**src/rtl/sram_responder_16x8.sv**
```systemverilog
// Purpose: 16x8 SRAM responder behind an active-low ce_n/we_n/oe_n strobe interface.
// Latency: writes commit on the trailing strobe edge; read data valid READ_LAT edges after the read strobe is first sampled.
// Backpressure: none; the controller paces accesses via strobes, and illegal strobe mixes park the FSM in ERROR.
module sram_responder_16x8 #(
  parameter int ADDR_W   = 4,
  parameter int DATA_W   = 8,
  parameter int READ_LAT = 1   // legal range 1..4
) (
  input  logic              clk,
  input  logic              rst_n,
  input  logic              ce_n,
  input  logic              we_n,
  input  logic              oe_n,
  input  logic [ADDR_W-1:0] addr,
  input  logic [DATA_W-1:0] wdata,
  output logic [DATA_W-1:0] rdata,
  output logic              rdata_valid,
  output logic              busy,
  output logic              err,
  output logic [7:0]        acc_cnt
);

  localparam int DEPTH = 1 << ADDR_W;
  // Two bits cover a reload value of READ_LAT-1 for latencies up to 4.
  localparam int CNT_W = 2;
  localparam logic [CNT_W-1:0] CNT_LOAD = CNT_W'(READ_LAT - 1);

  typedef enum logic [2:0] {
    S_IDLE       = 3'd0,
    S_WRITE      = 3'd1,
    S_READ_WAIT  = 3'd2,
    S_READ_DRIVE = 3'd3,
    S_ERROR      = 3'd4
  } state_e;

  state_e              state_q;
  logic [ADDR_W-1:0]   addr_q;
  logic [DATA_W-1:0]   wdata_q;
  logic [CNT_W-1:0]    cnt_q;
  logic [DATA_W-1:0]   rdata_q;
  logic                rdata_valid_q;
  logic                busy_q;
  logic                err_q;
  logic [7:0]          acc_cnt_q;
  logic [DATA_W-1:0]   mem_q [DEPTH];

  // Active-high views of the strobes and the derived access classes.
  logic sel;
  logic wr_stb;
  logic rd_stb;
  logic wr_only;
  logic rd_only;
  logic conflict;
  logic addr_hit;

  // Decode the raw strobes once so the FSM reads in terms of access kinds.
  always_comb begin
    sel      = ~ce_n;
    wr_stb   = ~we_n;
    rd_stb   = ~oe_n;
    wr_only  = sel & wr_stb & ~rd_stb;
    rd_only  = sel & rd_stb & ~wr_stb;
    conflict = sel & wr_stb & rd_stb;
    addr_hit = (addr == addr_q);
  end

  // Access FSM: owns the array, latched address/data, the latency counter and every output register.
  always_ff @(posedge clk or negedge rst_n) begin
    if (!rst_n) begin
      state_q       <= S_IDLE;
      addr_q        <= '0;
      wdata_q       <= '0;
      cnt_q         <= '0;
      rdata_q       <= '0;
      rdata_valid_q <= 1'b0;
      busy_q        <= 1'b0;
      err_q         <= 1'b0;
      acc_cnt_q     <= '0;
      for (int i = 0; i < DEPTH; i++) begin
        mem_q[i] <= '0;
      end
    end else begin
      case (state_q)
        S_IDLE: begin
          rdata_q       <= '0;
          rdata_valid_q <= 1'b0;
          if (conflict) begin
            state_q <= S_ERROR;
            busy_q  <= 1'b1;
            err_q   <= 1'b1;
          end else if (wr_only) begin
            state_q <= S_WRITE;
            busy_q  <= 1'b1;
            addr_q  <= addr;
            wdata_q <= wdata;
          end else if (rd_only) begin
            state_q <= S_READ_WAIT;
            busy_q  <= 1'b1;
            addr_q  <= addr;
            cnt_q   <= CNT_LOAD;
          end else begin
            busy_q  <= 1'b0;
          end
        end

        S_WRITE: begin
          if (sel && wr_stb) begin
            if (rd_stb) begin
              // Output enable during a write is illegal; the pending data is dropped.
              state_q <= S_ERROR;
              err_q   <= 1'b1;
            end else begin
              // Address is frozen at entry; data follows the bus until the trailing edge.
              wdata_q <= wdata;
            end
          end else begin
            mem_q[addr_q] <= wdata_q;
            acc_cnt_q     <= acc_cnt_q + 8'd1;
            state_q       <= S_IDLE;
            busy_q        <= 1'b0;
          end
        end

        S_READ_WAIT: begin
          if (!sel || !rd_stb) begin
            state_q <= S_IDLE;
            busy_q  <= 1'b0;
          end else if (wr_stb) begin
            state_q <= S_ERROR;
            err_q   <= 1'b1;
          end else if (cnt_q == '0) begin
            state_q       <= S_READ_DRIVE;
            rdata_q       <= mem_q[addr_q];
            rdata_valid_q <= 1'b1;
            acc_cnt_q     <= acc_cnt_q + 8'd1;
          end else begin
            cnt_q <= cnt_q - 1'b1;
          end
        end

        S_READ_DRIVE: begin
          if (!sel || !rd_stb) begin
            state_q       <= S_IDLE;
            busy_q        <= 1'b0;
            rdata_q       <= '0;
            rdata_valid_q <= 1'b0;
          end else if (wr_stb) begin
            state_q       <= S_ERROR;
            err_q         <= 1'b1;
            rdata_q       <= '0;
            rdata_valid_q <= 1'b0;
          end else if (!addr_hit) begin
            // A new address under a held read strobe restarts the latency count.
            state_q       <= S_READ_WAIT;
            addr_q        <= addr;
            cnt_q         <= CNT_LOAD;
            rdata_q       <= '0;
            rdata_valid_q <= 1'b0;
          end
        end

        S_ERROR: begin
          rdata_q       <= '0;
          rdata_valid_q <= 1'b0;
          if (!sel) begin
            state_q <= S_IDLE;
            busy_q  <= 1'b0;
          end
        end

        default: begin
          state_q       <= S_IDLE;
          busy_q        <= 1'b0;
          rdata_q       <= '0;
          rdata_valid_q <= 1'b0;
        end
      endcase
    end
  end

  assign rdata       = rdata_q;
  assign rdata_valid = rdata_valid_q;
  assign busy        = busy_q;
  assign err         = err_q;
  assign acc_cnt     = acc_cnt_q;

endmodule

```
**config.mk**
```make
export PLATFORM = sky130hd
export DESIGN_NAME = sram_responder_16x8
export DESIGN_NICKNAME = d
export VERILOG_FILES = /design/src/rtl/sram_responder_16x8.sv
export SDC_FILE = /design/constraint.sdc
export NUM_CORES = 1
export LEC_CHECK = 0
export ABC_AREA = 1
export CAP_MARGIN = 20
export CORE_UTILIZATION = 35
export CTS_BUF_LIST = sky130_fd_sc_hd__clkbuf_8 sky130_fd_sc_hd__clkbuf_16
export DETAILED_ROUTE_END_ITERATION = 8
export GPL_TIMING_DRIVEN = 1
export PLACE_DENSITY = 0.63
export SLEW_MARGIN = 25
export SYNTH_ARGS = -nofsm -noshare
export SYNTH_HDL_FRONTEND = slang
export SYNTH_SLANG_ARGS = --single-unit
```
**constraint.sdc**
```tcl
create_clock -name clk -period 2.7 [get_ports clk]
set_input_delay 0.27 -clock clk [delete_from_list [all_inputs] [get_ports clk]]
set_output_delay 0.27 -clock clk [all_outputs]
set_load 0.02 [all_outputs]
```
==> Word level (Yosys, flattened, before mapping) <==
Cells that the tools add are included.
{ "totals": {"regBits": 164, "input_bits": 17, "out_inout_bits": 19, "word_cells": 163} }
{ "classes": {"n_addsub": 2, "magnitude_cmp": 2, "n_eq_ne": 30, "n_mux": 73, "n_bitwise": 11, "n_reduce_logical": 20} }
{ "op_table": {"columns": ["operator", "n"], "rows": [
  ["$mux W8", 17],
  ["$bwmux W128", 1],
  ["$ne A2 B2 Y1 const B", 19],
  ["$mux W3", 12],
  ["$bmux W8 S4", 1],
  ["$demux W8 S4", 1],
  ["$pmux W8 S2", 2],
  ["$mux W4", 6],
  ["$pmux W8 S3", 1],
  ["$reduce_and A5 Y1", 4],
  ["$mux W2", 9],
  ["$mux W1", 17],
  ["$pmux W3 S5", 1],
  ["$ne A4 B4 Y1 const B", 3],
  ["$reduce_and A6 Y1", 2],
  ["$reduce_and A10 Y1", 1],
  ["$add A8 B1 Y8 const B", 1],
  ["$pmux W4 S2", 1],
  ["$eq A3 B2 Y1 const B", 2],
  ["$ne A3 B3 Y1 const B", 2],
  ["$pmux W1 S3", 2],
  ["$pmux W2 S3", 1],
  ["$reduce_bool A2 Y1", 3],
  ["$reduce_bool A3 Y1", 2],
  ["other kinds (18)", 27]
]} }

==> Logic depth before layout (Yosys ltp) <==
Gate-level depths: netlist (run 1).
{ "depth": {"ltp_word": 8, "ltp_mapped": 12, "ltp_nobuf": 10} }

==> Worst setup path before layout (run 1) <==
OpenSTA, ideal clock, no wires.
{ "synth_timing": {"kind": "reg-to-reg", "start": "register state_q[1]", "end": "register mem_q[126] (netlist name)", "setup_ps": 134, "arrival_time_ps": 1414, "required_time_ps": 2566, "slack_ps": 1152, "path_stages_with_launch": 8, "period_less_slack_ps": 1548, "path_cell_list": "dfrtp_1 nor3_4 nand2_4 nor3_4 nand3_1 buf_2 nand2_1 o21ai_0"} }
{ "synth_via": {"elab_chain_len": 2} }
{ "synth_rtl": {"columns": ["item", "line", "source"], "rows": [
  ["start: declaration", "36", "state_e state_q;"],
  ["start signal: assignment", "70", "state_q <= S_IDLE;"],
  ["start signal: assignment", "88", "state_q <= S_ERROR;"],
  ["start signal: assignment", "92", "state_q <= S_WRITE;"],
  ["$eq A3 B1 Y1", "83", "case (state_q)"],
  ["$reduce_and A2 Y1 (no source line)", null, null],
  ["end signal: indexed assignment", "117", "mem_q[addr_q] <= wdata_q;"],
  ["end: declaration", "45", "logic [DATA_W-1:0] mem_q [DEPTH];"]
]} }
Every way passes these cells.
A chain may end at the register's enable or synchronous reset.

==> Worst setup path after layout (run 1) <==
{ "layout_timing": {"start": "register addr_q[0]", "end": "register mem_q[3] (netlist name)"} }
{ "layout_via": {"elab_chain_len": 6, "word_cells_on_any_way": 7, "classes_between": "2 x order compare; 3 x mux; 1 x bitwise; 1 x reduce/logical"} }
{ "layout_rtl": {"columns": ["item", "line", "source"], "rows": [
  ["start: declaration", "37", "logic [ADDR_W-1:0] addr_q;"],
  ["start signal: assignment", "94", "addr_q <= addr;"],
  ["start signal: assignment", "99", "addr_q <= addr;"],
  ["start signal: assignment", "155", "addr_q <= addr;"],
  ["$not A4 Y5 (not written as such) *", "117", null],
  ["$ge A5 B5 Y1 (not written as such) / $lt A5 B1 Y1 (equally long branches)", "117", null],
  ["$logic_and A1 B1 Y1 (not written as such)", "117", null],
  ["$mux W8 (not written as such)", "117", null],
  ["$demux W8 S4 *", "117", null],
  ["$bwmux W128 *", "117", null]
]} }
Mark *: on every way between the ends. The rest lies on a longest branch, timed or not.

==> results.md, run 1 <==
* Cell at the root of the clock tree: clkbuf_16
* Post-synthesis compound-gate area fraction at 0.0998
* Post-route clock period utilization at 0.809
* Pin count of the biggest net entering global routing at 76
* Total die area at approximately 23000 sq um
* Met2 layer wire length in the routed design at slightly above 8000 microns
* Setup TNS at 0 ns
* Part of the total power dissipated in sequential elements at 0.398
* Overall via count from detail_route at roughly 6500
* CP peak stage delay at approximately 0.62 ns
* Power per cell area at approximately 1000 nW/um^2
* Number of buffers added on ports at 35
* Fraction of the core area covered by cells at the end of the flow at 0.411
* Type of the worst min-delay path: in -> reg
* Static leakage power at between 4 and 5 nW
* Actual transition at the worst max-transition pin at slightly above 0.8 ns
* Router iterations before antenna repair at 5
* I/O pin count at 36
* Max-cap violations at 0
* Area of the mapped netlist at between 7000 and 8000 sq um
* Number of antenna violations at the first check in global routing at 0
* WL final at 19400 microns
* Largest fanout of any net on the critical path at 68
* Aggregate global routing overflow at 0
* Critical setup path kind: reg -> reg
* Buffer depth of the longest clock path at 2
* CTS sink count at ~160
* Worst endpoint data arrival time at about 2.5 ns
* Number of global-route vias before repair at around 6100
* Crit path capture type: flop
* Final hold violations at 0
* Initial cell density of the core at 0.357
* Number of filler cells placed in the layout at 2246
* Number of DRC markers in iteration 0 at 516
* Die Y at approximately 150 microns
* Data required, critical path at 3.03 ns
* Relative contribution of combinational cells to total power at 0.338
* Proportion of layout cells with a drive suffix above 1 at 0.0473
* Cells traversed along the worst timing path: buf_4 > nand2_1 > inv_1 > nand3_1 > o21ai_0
* Flop and latch count out of synthesis at approximately 160
* Routed vias/inst at around 4.9
* Cell total after placement at ~1300
* First-pass GRT wire length at between 30000 and 40000 microns
* Clock tree skew after final layout at slightly above 0.008 ns
* Die span in x at around 150 microns
* Remaining antenna violation count at 0
* Routed wire length per instance at 14.5 microns
* Number of max-slew violations in the final report at 0
* Combinational family with the most area after synthesis: simple AND/OR/NAND/NOR gates
* TritonCTS buffer count at 17
* Post-Syn Instances at 1032
* Fraction of synthesized cell area in xor and xnor cells at 0.0102
* Area fraction in and, or, nand and nor cells after synthesis at 0.313
* Length of routed wiring on met1 at 9580 microns
* Startpoint type of the worst setup path: flop
* Number of remaining DRC errors at 0
* Register area share after synthesis at 0.529
* Tot GR Track Use at 0.182
* Slowest-stage cell, CP: buf_4
* Unrepaired setup endpoints after global routing: false
* Shortest period the worst path allows at between 2 and 2.5 ns
* Total number of nets in the final design at about 1100
* Net count after synthesis at around 1100
* Power share of the clock group at 0.263
* Average cell area after synthesis at approximately 7.5 sq um
* Adder-cell area share of the yosys netlist at 0.00323
* Final setup fails at 0
* Mux cell area share after synthesis at 0
* Cell-internal power at ~5.5 mW
* Post-CTS setup buffer count at 0
* CTS clk-pin slew, worst paths at 0.06 ns
* Switching power share of the total at 0.395
* Status: completed
* Most frequent standard cell in the layout excluding fill and tap cells: nand2_1
* Worst slack on hold paths at ~0.4 ns
* Worst slew margin relative to its limit at 0.450
* Net switching power at around 3.6 mW
* Antenna Cells at 0
* Count of unique library cells instantiated by Yosys at 25
* TritonCTS clock tree: yes
* Maximum achievable frequency at ~0.46 GHz
* Placement Rows at 54
* Post-DP HPWL at ~12000 microns
* Count of placed standard cells in the final layout, fillers left out at around 1300
* Global placement routability congestion at about 0.91
* # H-tree levels at 4
* Floorplan Core Area at 21800 sq um
* Number of warning messages in the yosys log at 0
* Worst vdd rail ir drop at 0.000525 V
* Clock latency on the worst-skew pair at 0.43 ns
* Routed wl met3 at 1160 microns
* Area growth from synthesis to final layout at 15.3%
* Commonest non-fill, non-tap cells in the layout: nand2_1 (550), dfrtp_1 (163), o21ai_0 (145)
* Top Metal Used: met4
layout make-up:
cell class                      instances  area (sq um)  share of cell area
Sequential cell                       164          4110               0.459
Multi-Input combinational cell        782          3310               0.370
Timing Repair Buffer                   46           474              0.0530
Clock buffer                           20           467              0.0522
Tap cell                              280           350              0.0392
Inverter                               34           128              0.0143
Clock inverter                         11           111              0.0124
cell families after synthesis:
logic type               count (synthesis)
AO/OA/AOI/OAI                          154
XOR/XNOR                                 9
adder cells (fa/ha/maj)                  2
buffers and inverters                   86
flip-flops                             164
AND/OR/NAND/NOR                        617
critical path: cells and delay by family, from the launching register on:
kind | cells | cell delay (ns)
buffers and inverters | 2 | 0.80
AND/OR/NAND/NOR | 2 | 0.54
flip-flops | 1 | 0.36
AO/OA/AOI/OAI | 1 | 0.33
worst paths after layout:
kind                                           to  cells past startpoint  slack, ns             startpoint
min reg2reg                       err$_DFFE_PN0P_                      2       0.46        err$_DFFE_PN0P_
max in group asynchronous   mem_q[67]$_DFFE_PN0P_                      3       1.52                  rst_n
min                        wdata_q[1]$_DFFE_PN0P_                      3       0.40               wdata[1]
max                          mem_q[3]$_DFFE_PN0P_                      5       0.52  addr_q[0]$_DFFE_PN0P_
min in group asynchronous         err$_DFFE_PN0P_                      2       0.46                  rst_n
max reg2reg                  mem_q[3]$_DFFE_PN0P_                      5       0.52  addr_q[0]$_DFFE_PN0P_
state kept, by name (all words and copies together) (netlist names):
register and count:
wdata_q 8, rdata 8, busy 1, acc_cnt 8
cnt_q 2, rdata_valid 1, addr_q 4, state_q 3
err 1, mem_q 128
power by group through the flow:
stage / Combinational [mW] / Clock (mW) / Sequential, mW
6_report: 3.06 / 2.38 / 3.60
5_1_grt: 3.47 / 2.54 / 3.70
4_1_cts: 3.07 / 2.43 / 3.60
3_5_place_dp: 3.05 / 0 / 3.63
3_3_place_gp: 3.02 / 0 / 3.61
2_1_floorplan: 2.02 / 0 / 3.57
synth_stat cells:
cell type / count / area share
nor3_4: 3 / 0.0063
nand4_1: 11 / 0.0089
nand2_1: 550 / 0.27
clkbuf_1: 31 / 0.015
nor2b_1: 1 / 0.00081
buf_4: 1 / 0.00097
inv_1: 32 / 0.015
or2_2: 1 / 0.00081
o22ai_1: 1 / 0.00081
a21oi_1: 2 / 0.0013
buf_2: 15 / 0.0097
xnor2_1: 2 / 0.0023
inv_2: 1 / 0.00048
xor2_1: 7 / 0.0079
nand2_4: 1 / 0.0015
o211ai_1: 1 / 0.00097
clkinv_1: 1 / 0.00048
nor2_1: 32 / 0.015
nand3_1: 16 / 0.010
nand4_2: 2 / 0.0032
buf_1: 5 / 0.0024
o21ai_1: 5 / 0.0032
o21ai_0: 145 / 0.094
dfrtp_1: 164 / 0.53
ha_1: 2 / 0.0032
metal layers:
metal	vias to the layer above	track usage
met3	21	0.0395
li1	3260	-
met5	-	0
met4	0	0.0520
met2	190	0.273
met1	3078	0.264
repair_timing:
item | 4_1_cts | 5_1_grt
hold buffers | 1 | 0
resized for setup | 0 | 0
hold endpoints to repair | 72 | 0
per-stage QoR:
step | power, mW | area, sq um | setup slack [ns]
after CTS | 9.09 | 8940 | 0.536
after global placement | 6.64 | 8360 | 0.521
final | 9.04 | 8940 | 0.517
after global routing | 9.70 | 8940 | 0.201
after floorplan | 5.60 | 7760 | 1.15
after detailed placement | 6.68 | 8360 | 0.496
No activity file was read; power rests on OpenSTA's default activity.
==> run 2, diff against run 1 <==
Clock period 2.7 ns to 2.09 ns, I/O delays scaled along.
==> results.md, run 2 (synthesis gave the netlist of run 1 again) <==
* Number of global-route vias before repair at 6259 (+2.2%)
* Global placement routability congestion at 0.855 (-5.5%)
* # H-tree levels at 4 (unchanged)
* Routed wire length per instance at 14.5 microns (-0.13%)
* Crit path capture type: flop
* Clock tree skew after final layout at 0.0171 ns (+0.00896 ns)
* Worst slew margin relative to its limit at 0.542 (+0.0922)
* Final hold violations at 0 (unchanged)
* Routed vias/inst at 4.90 (about the same)
* Power, Total at 12.0 mW (+33%)
* Max-cap violations at 0 (unchanged)
* Tot GR Track Use at 0.189 (+0.00652)
* Number of flip-flops in the largest register at 128 (unchanged)
* Actual transition at the worst max-transition pin at 0.687 ns (-0.139 ns)
* Largest fanout of any net on the critical path at 19 (-72%)
* Cell total after placement at 1325 (+1.5%)
* Most frequent standard cell in the layout excluding fill and tap cells: nand2_1
* Number of buffers added on ports at 35 (unchanged)
* Area growth from synthesis to final layout at 17.8%
* Maximum achievable frequency at 0.512 GHz (+12%)
* Number of antenna violations at the first check in global routing at 0 (unchanged)
* TritonCTS buffer count at 17 (unchanged)
* FF/Latch Area at 4110 sq um (unchanged)
* WL final at 19600 microns (+1.4%)
* Global Route met2 Usage at 0.282 (+0.00894)
* CTS clk-pin slew, worst paths at 0.06 ns (about the same)
* Aggregate global routing overflow at 0 (unchanged)
* Startpoint type of the worst setup path: flop
* Overall via count from detail_route at 6658 (+1.7%)
* Area of the multi-input gates at 3310 sq um (unchanged)
* Count of placed standard cells in the final layout, fillers left out at 1358 (+1.6%)
* Power per cell area at 1310 nW/um^2 (+30%)
* Status: completed
* Pin count of the biggest net entering global routing at 65 (-14%)
* Total die area at 22800 sq um (unchanged)
* Number of max-slew violations in the final report at 0 (unchanged)
* Routing usage on met1 at 0.276 (+0.0120)
* Post-route clock period utilization at 0.935 (+0.127)
* Static leakage power at 4.58 nW (+2.3%)
* Antenna Cells at 0 (unchanged)
* Post-DP HPWL at 12800 microns (+2.8%)
* Die Y at 151 microns (unchanged)
* CTS sink count at 164 (unchanged)
* Data required, critical path at 2.37 ns (-0.66 ns)
* First-pass GRT wire length at 33100 microns (+4.1%)
* Number of DRC markers in iteration 0 at 507 (-1.7%)
* Placement Rows at 54 (unchanged)
* TritonCTS clock tree: yes
* Shortest period the worst path allows at 1.95 ns (-0.229 ns)
* Proportion of layout cells with a drive suffix above 1 at 0.0677 (+0.0204)
* Final setup fails at 0 (unchanged)
* Floorplan Core Area at 21800 sq um (unchanged)
* I/O pin count at 36 (unchanged)
* Worst vdd rail ir drop at 0.000556 V (+5.9%)
* Buffer depth of the longest clock path at 2 (unchanged)
* Number of filler cells placed in the layout at 2233 (-0.58%)
* Router iterations before antenna repair at 5 (unchanged)
* Cell at the root of the clock tree: clkbuf_16
* Total number of nets in the final design at 1084 (+1.9%)
* Remaining antenna violation count at 0 (unchanged)
* Most Used Layer, Global Route: met2
* Commonest non-fill, non-tap cells in the layout: nand2_1 (550), dfrtp_1 (163), o21ai_0 (145)
* Die span in x at 151 microns (unchanged)
* Critical setup path kind: reg -> reg
* Met3 usage in global routing at 0.0404 (+0.000904)
* Number of remaining DRC errors at 0 (unchanged)
* Register containing the most flip-flops in the final layout: mem_q
* Initial cell density of the core at 0.357 (unchanged)
* Clock latency on the worst-skew pair at 0.44 ns (about the same)
* Unrepaired setup endpoints after global routing: true
* Type of the worst min-delay path: in -> async
* Worst endpoint data arrival time at 2.24 ns (-0.27 ns)
==> run 2: cell count changes in the layout (fill, tap and decap cells not counted), sizes merged <==
cell	delta
buf	+20
clkbuf	-2
inv	+2
clkinvlp	+1
==> run 2: through the flow <==
step	util	hold WS, ns	instance area, sq um	worst slack [ns]	TNS, ns
after floorplan	-	-0.0866	7760	0.542	0
after global placement	0.393	0.173	8540	0.0641	0
after detailed placement	0.393	0.175	8540	0.0300	0
after CTS	0.420	0.289	9140	0.148	0
after global routing	0.420	0.309	9140	-0.0583	-0.565
final	0.420	0.273	9140	0.135	0
==> run 2: where the power goes <==
part	total [mW]	leakage (nW)	switching, mW	internal (mW)
Combinational	4.22	2.08	2.88	1.34
Sequential	4.63	2.22	0.551	4.08
Clock	3.16	0.285	1.36	1.80
Total	12.0	4.58	4.79	7.22
==> run 2: cell type report <==
type                       count  area share
clock buffer                  18      0.0480
clock inverter                14      0.0163
inverter                      34      0.0140
multi-input combinational    782       0.362
sequential                   164       0.449
tap                          280      0.0383
timing repair buffer          66      0.0724
==> run 2: worst paths after layout <==
path / slack [ns] / cells after the start / start / to
setup / recovery: 0.14 / 6 / addr_q[1]$_DFFE_PN0P_ / mem_q[106]$_DFFE_PN0P_
hold / removal: 0.27 / 2 / rst_n / err$_DFFE_PN0P_
hold reg to reg: 0.46 / 2 / err$_DFFE_PN0P_ / err$_DFFE_PN0P_
setup reg to reg: 0.14 / 6 / addr_q[1]$_DFFE_PN0P_ / mem_q[106]$_DFFE_PN0P_
max in group asynchronous: 1.11 / 3 / rst_n / addr_q[0]$_DFFE_PN0P_
min in group clk: 0.34 / 3 / wdata[6] / wdata_q[6]$_DFFE_PN0P_
==> run 2: per-layer routing <==
layer | part of all wire | wire length, microns | vias to the layer above
met4 | 0.012 | 229 | 0
met5 | 0 | 0 | -
met1 | 0.50 | 9900 | 3143
met2 | 0.43 | 8360 | 180
li1 | - | - | 3315
met3 | 0.058 | 1130 | 20
==> run 2: timing repair <==
item	in CTS	in global routing
hold buffers	1	0
setup endpoints to repair	0	16
hold endpoints to repair	43	0
gates resized for setup	0	0
buffers inserted	0	0
==> run 2: critical path: stages (launching register included) <==
cell and delay (ns):
dfrtp_1 0.48, inv_1 0.14, buf_4 0.23, nor2_1 0.35
nand2_1 0.39, nand2_1 0.14, o21ai_0 0.09
